--- config.mk ---
export PLATFORM = sky130hd
export DESIGN_NAME = switch_pipeline_sequencer
export DESIGN_NICKNAME = d
export VERILOG_FILES = /design/src/rtl/chiplet_types_pkg.sv /design/src/rtl/switch_pkg.sv /design/src/rtl/switch_pipeline_sequencer_rr_arbiter.sv /design/src/rtl/switch_pipeline_sequencer.sv
export SDC_FILE = /design/constraint.sdc
export NUM_CORES = 1
export LEC_CHECK = 0
export CAP_MARGIN = 20
export CORE_MARGIN = 4
export CORE_UTILIZATION = 33
export CTS_BUF_LIST = sky130_fd_sc_hd__clkbuf_8
export DETAILED_ROUTE_END_ITERATION = 8
export GPL_TIMING_DRIVEN = 0
export PLACE_DENSITY = 0.56
export SKIP_LAST_GASP = 1
export SLEW_MARGIN = 20
export SYNTH_ARGS = -nofsm -noshare
export SYNTH_HDL_FRONTEND = slang
export SYNTH_HIERARCHICAL = 1
export SYNTH_SLANG_ARGS = --single-unit
--- constraint.sdc ---
create_clock -name clk -period 11.6 [get_ports clk]
set_input_delay 2.32 -clock clk [delete_from_list [all_inputs] [get_ports clk]]
set_output_delay 2.32 -clock clk [all_outputs]
set_load 0.1 [all_outputs]
--- src/rtl/chiplet_types_pkg.sv ---
// Shared flit-level types for the chiplet fabric.
// Provides the head-flit metadata carried alongside routing requests.
package chiplet_types_pkg;

    typedef struct packed {
        logic [1:0] msg_class;
        logic [5:0] pkt_id;
    } flit_metadata_t;

endpackage

--- src/rtl/switch_pkg.sv ---
// Switch-level types and width helpers.
// pipe_state_t is the per-ingress-port sequencer state.
package switch_pkg;

    typedef enum logic [1:0] {
        IDLE,
        VC_REQ,
        SA_REQ,
        SA_WAIT
    } pipe_state_t;

    // Index width for n items; a single item still gets one bit.
    function automatic int idx_size(input int n);
        return $clog2(n) + ((n == 1) ? 1 : 0);
    endfunction

    function automatic int retry_size(input int m);
        return $clog2(m + 1);
    endfunction

endpackage

--- src/rtl/switch_pipeline_sequencer_rr_arbiter.sv ---
// Round-robin arbiter with grant hold: once a winner is shown it stays
// until advance. Ports: req, advance in; gnt (one-hot), gnt_idx, gnt_valid out.
module rr_arbiter
    import switch_pkg::*;
#(
    parameter int N = 5,
    localparam int IW = idx_size(N)
) (
    input  logic          clk,
    input  logic          rst,
    input  logic [N-1:0]  req,
    input  logic          advance,
    output logic [N-1:0]  gnt,
    output logic [IW-1:0] gnt_idx,
    output logic          gnt_valid
);

    localparam int KW = IW + 1;

    logic [IW-1:0] ptr_q;
    logic [IW-1:0] lock_idx_q;
    logic          lock_q;
    logic [IW-1:0] pick;
    logic          found;
    logic [KW-1:0] k;
    logic          hold;

    // Search from ptr_q upward, wrapping modulo N.
    always_comb begin
        found = 1'b0;
        pick  = '0;
        k     = '0;
        for (int i = 0; i < N; i++) begin
            k = {1'b0, ptr_q} + KW'(i);
            if (k >= KW'(N)) k = k - KW'(N);
            if (!found && req[k[IW-1:0]]) begin
                found = 1'b1;
                pick  = k[IW-1:0];
            end
        end
    end

    // A shown-but-untaken winner is locked so a newly arriving
    // higher-priority request cannot pull the offer out from under it.
    assign hold      = lock_q && req[lock_idx_q];
    assign gnt_valid = hold || found;
    assign gnt_idx   = hold ? lock_idx_q : pick;
    assign gnt       = gnt_valid ? (N'(1) << gnt_idx) : '0;

    always_ff @(posedge clk) begin
        if (rst) begin
            ptr_q      <= '0;
            lock_q     <= 1'b0;
            lock_idx_q <= '0;
        end else if (advance) begin
            ptr_q  <= (gnt_idx == IW'(N - 1)) ? '0 : gnt_idx + IW'(1);
            lock_q <= 1'b0;
        end else if (gnt_valid) begin
            lock_q     <= 1'b1;
            lock_idx_q <= gnt_idx;
        end
    end

endmodule

--- src/rtl/switch_pipeline_sequencer.sv ---
// Per-ingress-port sequencer: route -> VC alloc -> SA, with SA retry and
// VC re-allocation. Ports: in_*, vc_req_*/vc_gnt_vc, vc_rel_*, sa_*, pipe_*, done_*, proto_err.
module switch_pipeline_sequencer
    import switch_pkg::*;
    import chiplet_types_pkg::*;
#(
    parameter int NUM_BUFFERS    = 5,
    parameter int NUM_OUTPORTS   = 5,
    parameter int NUM_VCS        = 2,
    parameter int MAX_SA_RETRIES = 3,
    localparam int INGRESS_SIZE  = idx_size(NUM_BUFFERS),
    localparam int EGRESS_SIZE   = idx_size(NUM_OUTPORTS),
    localparam int VC_SIZE       = idx_size(NUM_VCS),
    localparam int RETRY_SIZE    = retry_size(MAX_SA_RETRIES)
) (
    input  logic                    clk,
    input  logic                    rst,
    input  logic                    in_valid,
    output logic                    in_ready,
    input  logic [INGRESS_SIZE-1:0] in_ingress_port,
    input  logic [EGRESS_SIZE-1:0]  in_egress_port,
    input  flit_metadata_t          in_metadata,
    output logic                    vc_req_valid,
    input  logic                    vc_req_ready,
    output logic [INGRESS_SIZE-1:0] vc_req_ingress_port,
    output logic [EGRESS_SIZE-1:0]  vc_req_egress_port,
    output flit_metadata_t          vc_req_metadata,
    input  logic [VC_SIZE-1:0]      vc_gnt_vc,
    output logic                    vc_rel_valid,
    output logic [EGRESS_SIZE-1:0]  vc_rel_egress_port,
    output logic [VC_SIZE-1:0]      vc_rel_vc,
    output logic                    sa_valid,
    input  logic                    sa_ready,
    output logic [INGRESS_SIZE-1:0] sa_ingress_port,
    output logic [EGRESS_SIZE-1:0]  sa_egress_port,
    output logic [VC_SIZE-1:0]      sa_final_vc,
    input  logic                    pipe_valid,
    input  logic [INGRESS_SIZE-1:0] pipe_ingress_port,
    input  logic                    pipe_failed,
    output logic                    done_valid,
    output logic [INGRESS_SIZE-1:0] done_ingress_port,
    output logic                    proto_err
);

    localparam int NB = NUM_BUFFERS;

    pipe_state_t            state_q  [NB];
    pipe_state_t            state_d  [NB];
    logic [EGRESS_SIZE-1:0] egress_q [NB];
    logic [EGRESS_SIZE-1:0] egress_d [NB];
    flit_metadata_t         meta_q   [NB];
    flit_metadata_t         meta_d   [NB];
    logic [VC_SIZE-1:0]     vc_q     [NB];
    logic [VC_SIZE-1:0]     vc_d     [NB];
    logic [RETRY_SIZE-1:0]  retry_q  [NB];
    logic [RETRY_SIZE-1:0]  retry_d  [NB];

    logic                    done_d;
    logic [INGRESS_SIZE-1:0] done_port_d;
    logic                    rel_d;
    logic [EGRESS_SIZE-1:0]  rel_egress_d;
    logic [VC_SIZE-1:0]      rel_vc_d;
    logic                    err_d;

    logic [NB-1:0]           vc_req_vec, sa_req_vec;
    logic [NB-1:0]           vc_gnt, sa_gnt;
    logic [INGRESS_SIZE-1:0] vc_idx, sa_idx;
    logic                    vc_any, sa_any;
    logic                    vc_hs, sa_hs;
    logic                    in_ready_c;
    logic                    in_hit, pipe_hit, pipe_legal;

    rr_arbiter #(.N(NB)) u_vc_arb (
        .clk       (clk),
        .rst       (rst),
        .req       (vc_req_vec),
        .advance   (vc_hs),
        .gnt       (vc_gnt),
        .gnt_idx   (vc_idx),
        .gnt_valid (vc_any)
    );

    rr_arbiter #(.N(NB)) u_sa_arb (
        .clk       (clk),
        .rst       (rst),
        .req       (sa_req_vec),
        .advance   (sa_hs),
        .gnt       (sa_gnt),
        .gnt_idx   (sa_idx),
        .gnt_valid (sa_any)
    );

    assign vc_req_valid = vc_any && !rst;
    assign sa_valid     = sa_any && !rst;
    assign vc_hs        = vc_req_valid && vc_req_ready;
    assign sa_hs        = sa_valid && sa_ready;
    assign in_ready     = in_ready_c && !rst;

    // Request vectors and one-hot muxes of the winning port's fields;
    // fields read zero whenever the matching valid is low.
    always_comb begin
        in_ready_c          = 1'b0;
        vc_req_vec          = '0;
        sa_req_vec          = '0;
        vc_req_ingress_port = '0;
        vc_req_egress_port  = '0;
        vc_req_metadata     = '0;
        sa_ingress_port     = '0;
        sa_egress_port      = '0;
        sa_final_vc         = '0;
        for (int p = 0; p < NB; p++) begin
            vc_req_vec[p] = (state_q[p] == VC_REQ);
            sa_req_vec[p] = (state_q[p] == SA_REQ);
            if (in_ingress_port == INGRESS_SIZE'(p) && state_q[p] == IDLE)
                in_ready_c = 1'b1;
            if (vc_req_valid && vc_gnt[p]) begin
                vc_req_ingress_port = vc_idx;
                vc_req_egress_port  = egress_q[p];
                vc_req_metadata     = meta_q[p];
            end
            if (sa_valid && sa_gnt[p]) begin
                sa_ingress_port = sa_idx;
                sa_egress_port  = egress_q[p];
                sa_final_vc     = vc_q[p];
            end
        end
    end

    // Per-port next state. Each port sees at most one event per cycle:
    // accept needs IDLE, grants need VC_REQ/SA_REQ, results need SA_WAIT.
    always_comb begin
        done_d       = 1'b0;
        done_port_d  = '0;
        rel_d        = 1'b0;
        rel_egress_d = '0;
        rel_vc_d     = '0;
        pipe_legal   = 1'b0;
        in_hit       = 1'b0;
        pipe_hit     = 1'b0;
        for (int p = 0; p < NB; p++) begin
            state_d[p]  = state_q[p];
            egress_d[p] = egress_q[p];
            meta_d[p]   = meta_q[p];
            vc_d[p]     = vc_q[p];
            retry_d[p]  = retry_q[p];
            in_hit   = in_valid && in_ready &&
                       (in_ingress_port == INGRESS_SIZE'(p));
            pipe_hit = pipe_valid &&
                       (pipe_ingress_port == INGRESS_SIZE'(p));
            unique case (state_q[p])
                IDLE: begin
                    if (in_hit) begin
                        state_d[p]  = VC_REQ;
                        egress_d[p] = in_egress_port;
                        meta_d[p]   = in_metadata;
                        retry_d[p]  = '0;
                    end
                end
                VC_REQ: begin
                    if (vc_hs && vc_gnt[p]) begin
                        state_d[p] = SA_REQ;
                        vc_d[p]    = vc_gnt_vc;
                    end
                end
                SA_REQ: begin
                    if (sa_hs && sa_gnt[p]) state_d[p] = SA_WAIT;
                end
                SA_WAIT: begin
                    if (pipe_hit) begin
                        pipe_legal = 1'b1;
                        if (!pipe_failed) begin
                            state_d[p]  = IDLE;
                            done_d      = 1'b1;
                            done_port_d = INGRESS_SIZE'(p);
                        end else if (int'(retry_q[p]) + 1 < MAX_SA_RETRIES) begin
                            state_d[p] = SA_REQ;
                            retry_d[p] = retry_q[p] + RETRY_SIZE'(1);
                        end else begin
                            state_d[p]   = VC_REQ;
                            retry_d[p]   = '0;
                            rel_d        = 1'b1;
                            rel_egress_d = egress_q[p];
                            rel_vc_d     = vc_q[p];
                        end
                    end
                end
            endcase
        end
        err_d = proto_err || (pipe_valid && !pipe_legal);
    end

    always_ff @(posedge clk) begin
        if (rst) begin
            for (int p = 0; p < NB; p++) begin
                state_q[p]  <= IDLE;
                egress_q[p] <= '0;
                meta_q[p]   <= '0;
                vc_q[p]     <= '0;
                retry_q[p]  <= '0;
            end
            done_valid         <= 1'b0;
            done_ingress_port  <= '0;
            vc_rel_valid       <= 1'b0;
            vc_rel_egress_port <= '0;
            vc_rel_vc          <= '0;
            proto_err          <= 1'b0;
        end else begin
            for (int p = 0; p < NB; p++) begin
                state_q[p]  <= state_d[p];
                egress_q[p] <= egress_d[p];
                meta_q[p]   <= meta_d[p];
                vc_q[p]     <= vc_d[p];
                retry_q[p]  <= retry_d[p];
            end
            done_valid         <= done_d;
            done_ingress_port  <= done_port_d;
            vc_rel_valid       <= rel_d;
            vc_rel_egress_port <= rel_egress_d;
            vc_rel_vc          <= rel_vc_d;
            proto_err          <= err_d;
        end
    end

endmodule

==> results of run 1 <==
## state kept, by name, summed over array words and instances (netlist names), 3 cells and up
signal and flops:
vc_rel_egress_port 3, vc_q 5, meta_q 40, done_ingress_port 3, egress_q 15, u_sa_arb/ptr_q 3
u_sa_arb/lock_idx_q 3, retry_q 10, u_vc_arb/ptr_q 3, u_vc_arb/lock_idx_q 3, state_q 10
## report_power, final
part	switching (uW)	total (uW)	internal, uW
Clock	163	253	90.3
Combinational	956	1400	446
Sequential	27.6	407	380
## worst paths after layout
kind	cells past startpoint	to	from
worst min register to register	2	meta_q[0][34]	meta_q[0][34]
worst min-delay path	2	meta_q[0][34]	meta_q[0][34]
worst max-delay path	23	vc_req_metadata[1]	u_vc_arb/ptr_q[1]
worst max register to register	20	state_q[0][4]	u_sa_arb/ptr_q[1]
## through the flow
stage / total power, uW / cells / setup slack (ns) / hold slack (ns)
3_3_place_gp: 1800 / 1482 / 2.35 / 0.439
3_5_place_dp: 1800 / 1482 / 2.38 / 0.442
6_report: 2060 / 1498 / 1.81 / 0.458
5_1_grt: 2210 / 1498 / 1.35 / 0.485
2_1_floorplan: 1420 / 1098 / 4.36 / 0.431
4_1_cts: 2060 / 1498 / 1.91 / 0.461
## per-layer routing
| layer | vias up | track usage (%) | wire [um] |
|---|---|---|---|
| met3 | 35 | 2.17 | 1470 |
| li1 | 4132 | - | - |
| met2 | 250 | 32.5 | 13300 |
| met5 | - | 0 | 0 |
| met1 | 4055 | 25.4 | 12500 |
| met4 | 0 | 5.68 | 534 |
## layout make-up
class                           count  area, um^2
Fill cell                        2668       15500
Sequential cell                   104        2080
Clock buffer                        9         124
Buffer                             68         304
Clock inverter                      7        96.3
Tap cell                          330         413
Timing Repair Buffer               54         541
Multi-Input combinational cell    883        5870
Inverter                           43         161
## synthesized netlist by cell type (4+ instances only)
| cell type | number | area, um^2 |
|---|---|---|
| inv_2 | 4 | 15.0 |
| buf_2 | 12 | 60.1 |
| clkbuf_1 | 48 | 180 |
| nor4_1 | 6 | 37.5 |
| or3_1 | 6 | 37.5 |
| nand3_1 | 22 | 110 |
| a22o_1 | 5 | 43.8 |
| mux2_2 | 4 | 45.0 |
| inv_1 | 39 | 146 |
| mux2i_1 | 36 | 360 |
| and2_1 | 19 | 119 |
| nor3_1 | 11 | 55.1 |
| a2111oi_0 | 7 | 61.3 |
| o21ai_0 | 72 | 360 |
| a21oi_1 | 135 | 676 |
| a21o_1 | 9 | 67.6 |
| a311oi_1 | 10 | 87.6 |
| and3b_1 | 4 | 35.0 |
| nand4_1 | 6 | 37.5 |
| nor2b_1 | 16 | 100 |
| nand3b_1 | 21 | 158 |
| ha_1 | 51 | 638 |
| nor2_1 | 63 | 236 |
| buf_6 | 4 | 45.0 |
| a31oi_1 | 15 | 93.8 |
| xnor2_1 | 6 | 52.6 |
| a221oi_1 | 7 | 61.3 |
| nor3b_1 | 5 | 37.5 |
| nand2_1 | 139 | 522 |
| nand4b_1 | 9 | 78.8 |
| dfxtp_1 | 104 | 2080 |
| nand2b_1 | 31 | 194 |
| a211oi_1 | 12 | 90.1 |
| o31ai_1 | 7 | 52.6 |
| and3_1 | 27 | 169 |
| a21oi_2 | 5 | 43.8 |
| mux4_2 | 5 | 113 |
| a22oi_1 | 8 | 60.1 |
| o21a_1 | 5 | 37.5 |
| and4_1 | 7 | 61.3 |
## critical path: stages, from the launching register on
cell             delay, ns
dfxtp_1               0.59
buf_2                 0.34
inv_1                 0.14
ha_1                  0.43
buf_6                 0.19
mux2i_1               0.13
mux4_2                0.52
nor2_2                0.13
nor4_1                0.07
and3_1                0.21
buf_6                 0.14
a21oi_1               0.19
a21oi_1               0.12
a21oi_1               0.27
ha_1                  0.21
nand2_1               0.07
nor3_1                0.81
clkbuf_1              0.54
nand3b_1              0.14
a21oi_1               0.28
a21oi_1               0.07
o21ai_0               0.17
and3_1                0.17
clkdlybuf4s50_1       1.13
## cells by family (layout without fill, tap and decap cells)
| kind of cell | Yosys count | after routing | share of synthesized area, % |
|---|---|---|---|
| AOI/OAI and AO/OA | 357 | 357 | 27.6 |
| xor gates and xnor gates | 7 | 7 | 0.818 |
| adders and majority gates | 53 | 53 | 8.07 |
| buffers and inverters | 111 | 181 | 5.54 |
| DFF | 104 | 104 | 24.8 |
| muxes | 46 | 46 | 6.29 |
| and+or+nand+nor | 420 | 420 | 26.9 |
==> impl_metrics.tcl, run 1 <==
set metrics [dict create \
    die_w_um 168 \
    synth_cell_types 103 \
    cts_setup_buffers 0 \
    status "finished, final reports clean" \
    grt_pass1_vias 7967 \
    cp-end-kind "primary output" \
    initial_core_util_pct 33.5 \
    core_area_um2 25100 \
    netlist_area_um2 8410 \
    clock-sinks 104 \
    final_common_cell "nand2_1" \
    die_y_um 168 \
    skew_ns 0.0234 \
    fin_tns_setup_ns 0 \
    cts_buffer_depth 2 \
    synth_edf_count 0 \
    viasPerCell 5.66 \
    rows 58 \
    post-route-util_pct 38.2 \
    hpwl_mm 20.8 \
    synth_seq_area_share_pct 24.8 \
    clockRootBuffer "clkbuf_8" \
    htreeDepth 3 \
    max_freq_mhz 102 \
    syn_to_final_growth_pct 14.0 \
    drive_above_1_share_pct 7.19 \
    drv_slew 0 \
    rsz0062_at_grt "no" \
    ctsResizeCount 0 \
    max_slew_margin_pct 30.0 \
    drt-initial-drc-count 644 \
    cts_buffers 9 \
    wl_per_cell_um 18.6 \
    syn_area_per_cell_um2 7.66 \
    cts_tree "done" \
    cp_data_arrival_time_ns 7.47 \
    max_cap_viol_count 0 \
    crit_type "reg2out" \
    dieArea_um2 28100 \
    hold_buffers 0 \
    tightestPinTransition_ns 1.04 \
    postRouteAntennaNets 0 \
    drt_drc_violations_left 0 \
    clk_latency_ns 0.42 \
    clk_pin_slew_worst_paths_ns 0.14 \
    r2r_setup_slack_ns 5.73 \
    gp_congestion 0.863 \
    postSynthNetCount 1176 \
    hold_viol 0 \
    grt_pass1_wl_mm 43.5 \
    finalNetCount 1241 \
    p_leak_uw 0.00335 \
    grt_use_total_pct 19.1 \
    diodes 0 \
    via_count 8472 \
    numPortBuffers 54 \
    layout_common_cells "nand2_1, a21oi_1, dfxtp_1" \
    drt-total-wl_mm 27.9 \
    grt_antenna_before_repair 0 \
    overflow 0 \
    setup_viol 0 \
    synth_flop_cell "dfxtp_1" \
    crit_fanout 10 \
    grt_max_degree 24 \
    ir_drop_uv 269 \
    hold_path.class "reg2reg" \
    synth_seq_cells 104 \
    placed_area_um2 9370 \
    yosysWarnings 6 \
    async_reset_ff_share_pct 0 \
    fin_area_um2 9590 \
    synth_cells 1098 \
    p_per_area_nw_per_um2 215 \
    cp.required_ns 9.28 \
    fin_crit_sh_pct 84.4 \
    cp-start-kind "flop" \
    min_period_ns 9.79 \
    firstDrtPassIters 7 \
    pin_count 59 \
]
(Power assumes the default switching activity.)
==> inputs of run 2 (changes only) <==
==> constraint.sdc (replaced) <==
create_clock -name clk -period 9.8 [get_ports clk]
set_input_delay 1.96 -clock clk [delete_from_list [all_inputs] [get_ports clk]]
set_output_delay 1.96 -clock clk [all_outputs]
set_load 0.1 [all_outputs]
==> run 2 against run 1 <==
Core utilization about the same. Cell count unchanged. Cell area about the same. Critical endpoint is now vc_req_ingress_port[2]. Hold slack about the same. Via count about the same. Largest cell class unchanged.
==> impl_metrics.tcl, run 2 (synthesis gave the netlist of run 1 again) <==
set metrics [dict create \
    status "finished, final reports clean" \
    via_count 8469 \
    worst_path_most_repeated_cell "a21oi_1" \
    clock-sinks 104 \
    drt-total-wl_mm 27.9 \
    hold_viol 0 \
    cp-end-kind "primary output" \
    rsz0062_at_grt "no" \
    regMostFlops "meta_q" \
    largest_register_ffs 40 \
    pin_count 59 \
    path_delay_family "buffers and inverters" \
    drive_above_1_share_pct 7.28 \
    die_y_um 168 \
    drv_slew 0 \
    rows 58 \
    crit_type "reg2out" \
    gp_congestion 0.863 \
    grt_antenna_before_repair 0 \
    grt_use_total_pct 19.1 \
    p_leak_uw 0.00335 \
    grt_pass1_vias 7967 \
    overflow 0 \
    power_frac_comb_pct 68.1 \
    switching_share_pct 55.6 \
    crit_chain "buf_2 -> inv_1 -> ha_1 -> buf_6 -> mux2i_1 -> mux4_2 -> nor2_2 -> nor4_1 -> and3_1 -> buf_6 -> a21oi_1 -> a21oi_1 -> a21oi_1 -> ha_1 -> nand2_1 -> a21oi_1 -> clkbuf_1 -> nor2_1 -> a21oi_1 -> and2_1 -> clkdlybuf4s50_1" \
    core_area_um2 25100 \
    cp-start-kind "flop" \
    fin_tns_setup_ns 0 \
    hold_buffers 0 \
    hold_path.class "reg2reg" \
    numPortBuffers 54 \
    htreeDepth 3 \
    p_sw_uw 1360 \
    tightestPinTransition_ns 0.990 \
    crit_buf_inv 6 \
    dieArea_um2 28100 \
    seq_power_share_pct 19.7 \
    grt_pass1_wl_mm 43.5 \
    fin_crit_sh_pct 93.9 \
    die_w_um 168 \
    max_freq_mhz 109 \
    skew_ns 0.0219 \
    cts_setup_buffers 0 \
    cpMaxStageDelayCell "clkdlybuf4s50_1" \
    p_int_uw 1090 \
    min_period_ns 9.20 \
    viasPerCell 5.65 \
    pwr-share-clk_pct 12.2 \
    drt-initial-drc-count 661 \
    syn_to_final_growth_pct 14.1 \
    diodes 0 \
    power_uw 2450 \
    drt_drc_violations_left 0 \
    clk_pin_slew_worst_paths_ns 0.14 \
    ir_drop_uv 318 \
    cts_buffers 9 \
    p_per_area_nw_per_um2 255 \
    cp.required_ns 7.84 \
    cp_data_arrival_time_ns 7.24 \
    finalNetCount 1241 \
    cts_buffer_depth 2 \
    max_cap_viol_count 0 \
    crit_fanout 10 \
    r2r_setup_slack_ns 3.93 \
    final_common_cell "nand2_1" \
    max_stage_delay_ns 1.14 \
    setup_viol 0 \
    clockRootBuffer "clkbuf_8" \
    cts_tree "done" \
    clk_latency_ns 0.41 \
    max_slew_margin_pct 33.5 \
    postRouteAntennaNets 0 \
    layout_common_cells "nand2_1, a21oi_1, dfxtp_1" \
    initial_core_util_pct 33.5 \
    wl_per_cell_um 18.6 \
    firstDrtPassIters 5 \
    hpwl_mm 20.8 \
    reg_top3 "meta_q (40), egress_q (15)" \
    grt_max_degree 24 \
]
## run 2: changes by cell type in the layout (fill, tap and decap cells not counted)
cell and change:
nor3_1 -1, nor3_2 +1
## run 2: final timing paths
path,start,to,cells after the start
setup / recovery,u_vc_arb/ptr_q[1],vc_req_ingress_port[2],21
hold / removal,meta_q[0][34],meta_q[0][34],2
setup reg to reg,u_sa_arb/ptr_q[1],state_q[0][4],20
hold reg to reg,meta_q[0][34],meta_q[0][34],2
## run 2: power groups by stage
stage | registers [uW] | clock network, uW | logic [uW]
2_1_floorplan | 484 | 0 | 1190
3_3_place_gp | 491 | 0 | 1640
3_5_place_dp | 491 | 0 | 1640
4_1_cts | 482 | 308 | 1650
5_1_grt | 487 | 322 | 1810
6_report | 482 | 299 | 1670
## run 2: what timing repair did
item / in CTS / in global routing
hold endpoints to repair: 0 / 0
setup endpoints to repair: 0 / 6
gates resized for setup: 0 / 1
## run 2: layout make-up
cell class	instances	area [um^2]
fillers	2667	15500
plain buffers	68	304
inverters	43	161
repair buffers	54	541
well taps	330	413
multi-input cells	883	5870
clock buffers	9	124
clock inverters	7	96.3
flip-flops and latches	104	2080
## run 2: routing by layer
layer	part of all wire [%]	vias up	wire [um]	global-route usage [%]
met1	45	4062	12600	25.4
met2	48	241	13400	32.5
met5	0	-	0	0
met4	1.9	0	524	5.68
li1	-	4131	-	-
met3	4.8	35	1340	2.17
## run 2: tightest hold or removal path, delay by kind of cell (launching register included)
kind               cells  cell delay, ns
AOI/OAI and AO/OA      1            0.05
DFF                    1            0.33
and+or+nand+nor        1            0.05
## run 2: per-stage QoR
stage / instance area, um^2 / instances / hold WS (ns) / utilization [%] / setup slack [ns]
after floorplan: 8410 / 1098 / 0.431 / - / 2.92
after global placement: 9360 / 1482 / 0.439 / 37.3 / 0.910
after detailed placement: 9370 / 1482 / 0.442 / 37.3 / 0.943
after CTS: 9590 / 1498 / 0.461 / 38.2 / 0.465
after global routing: 9590 / 1498 / 0.485 / 38.2 / 0.219
final: 9590 / 1498 / 0.458 / 38.2 / 0.600
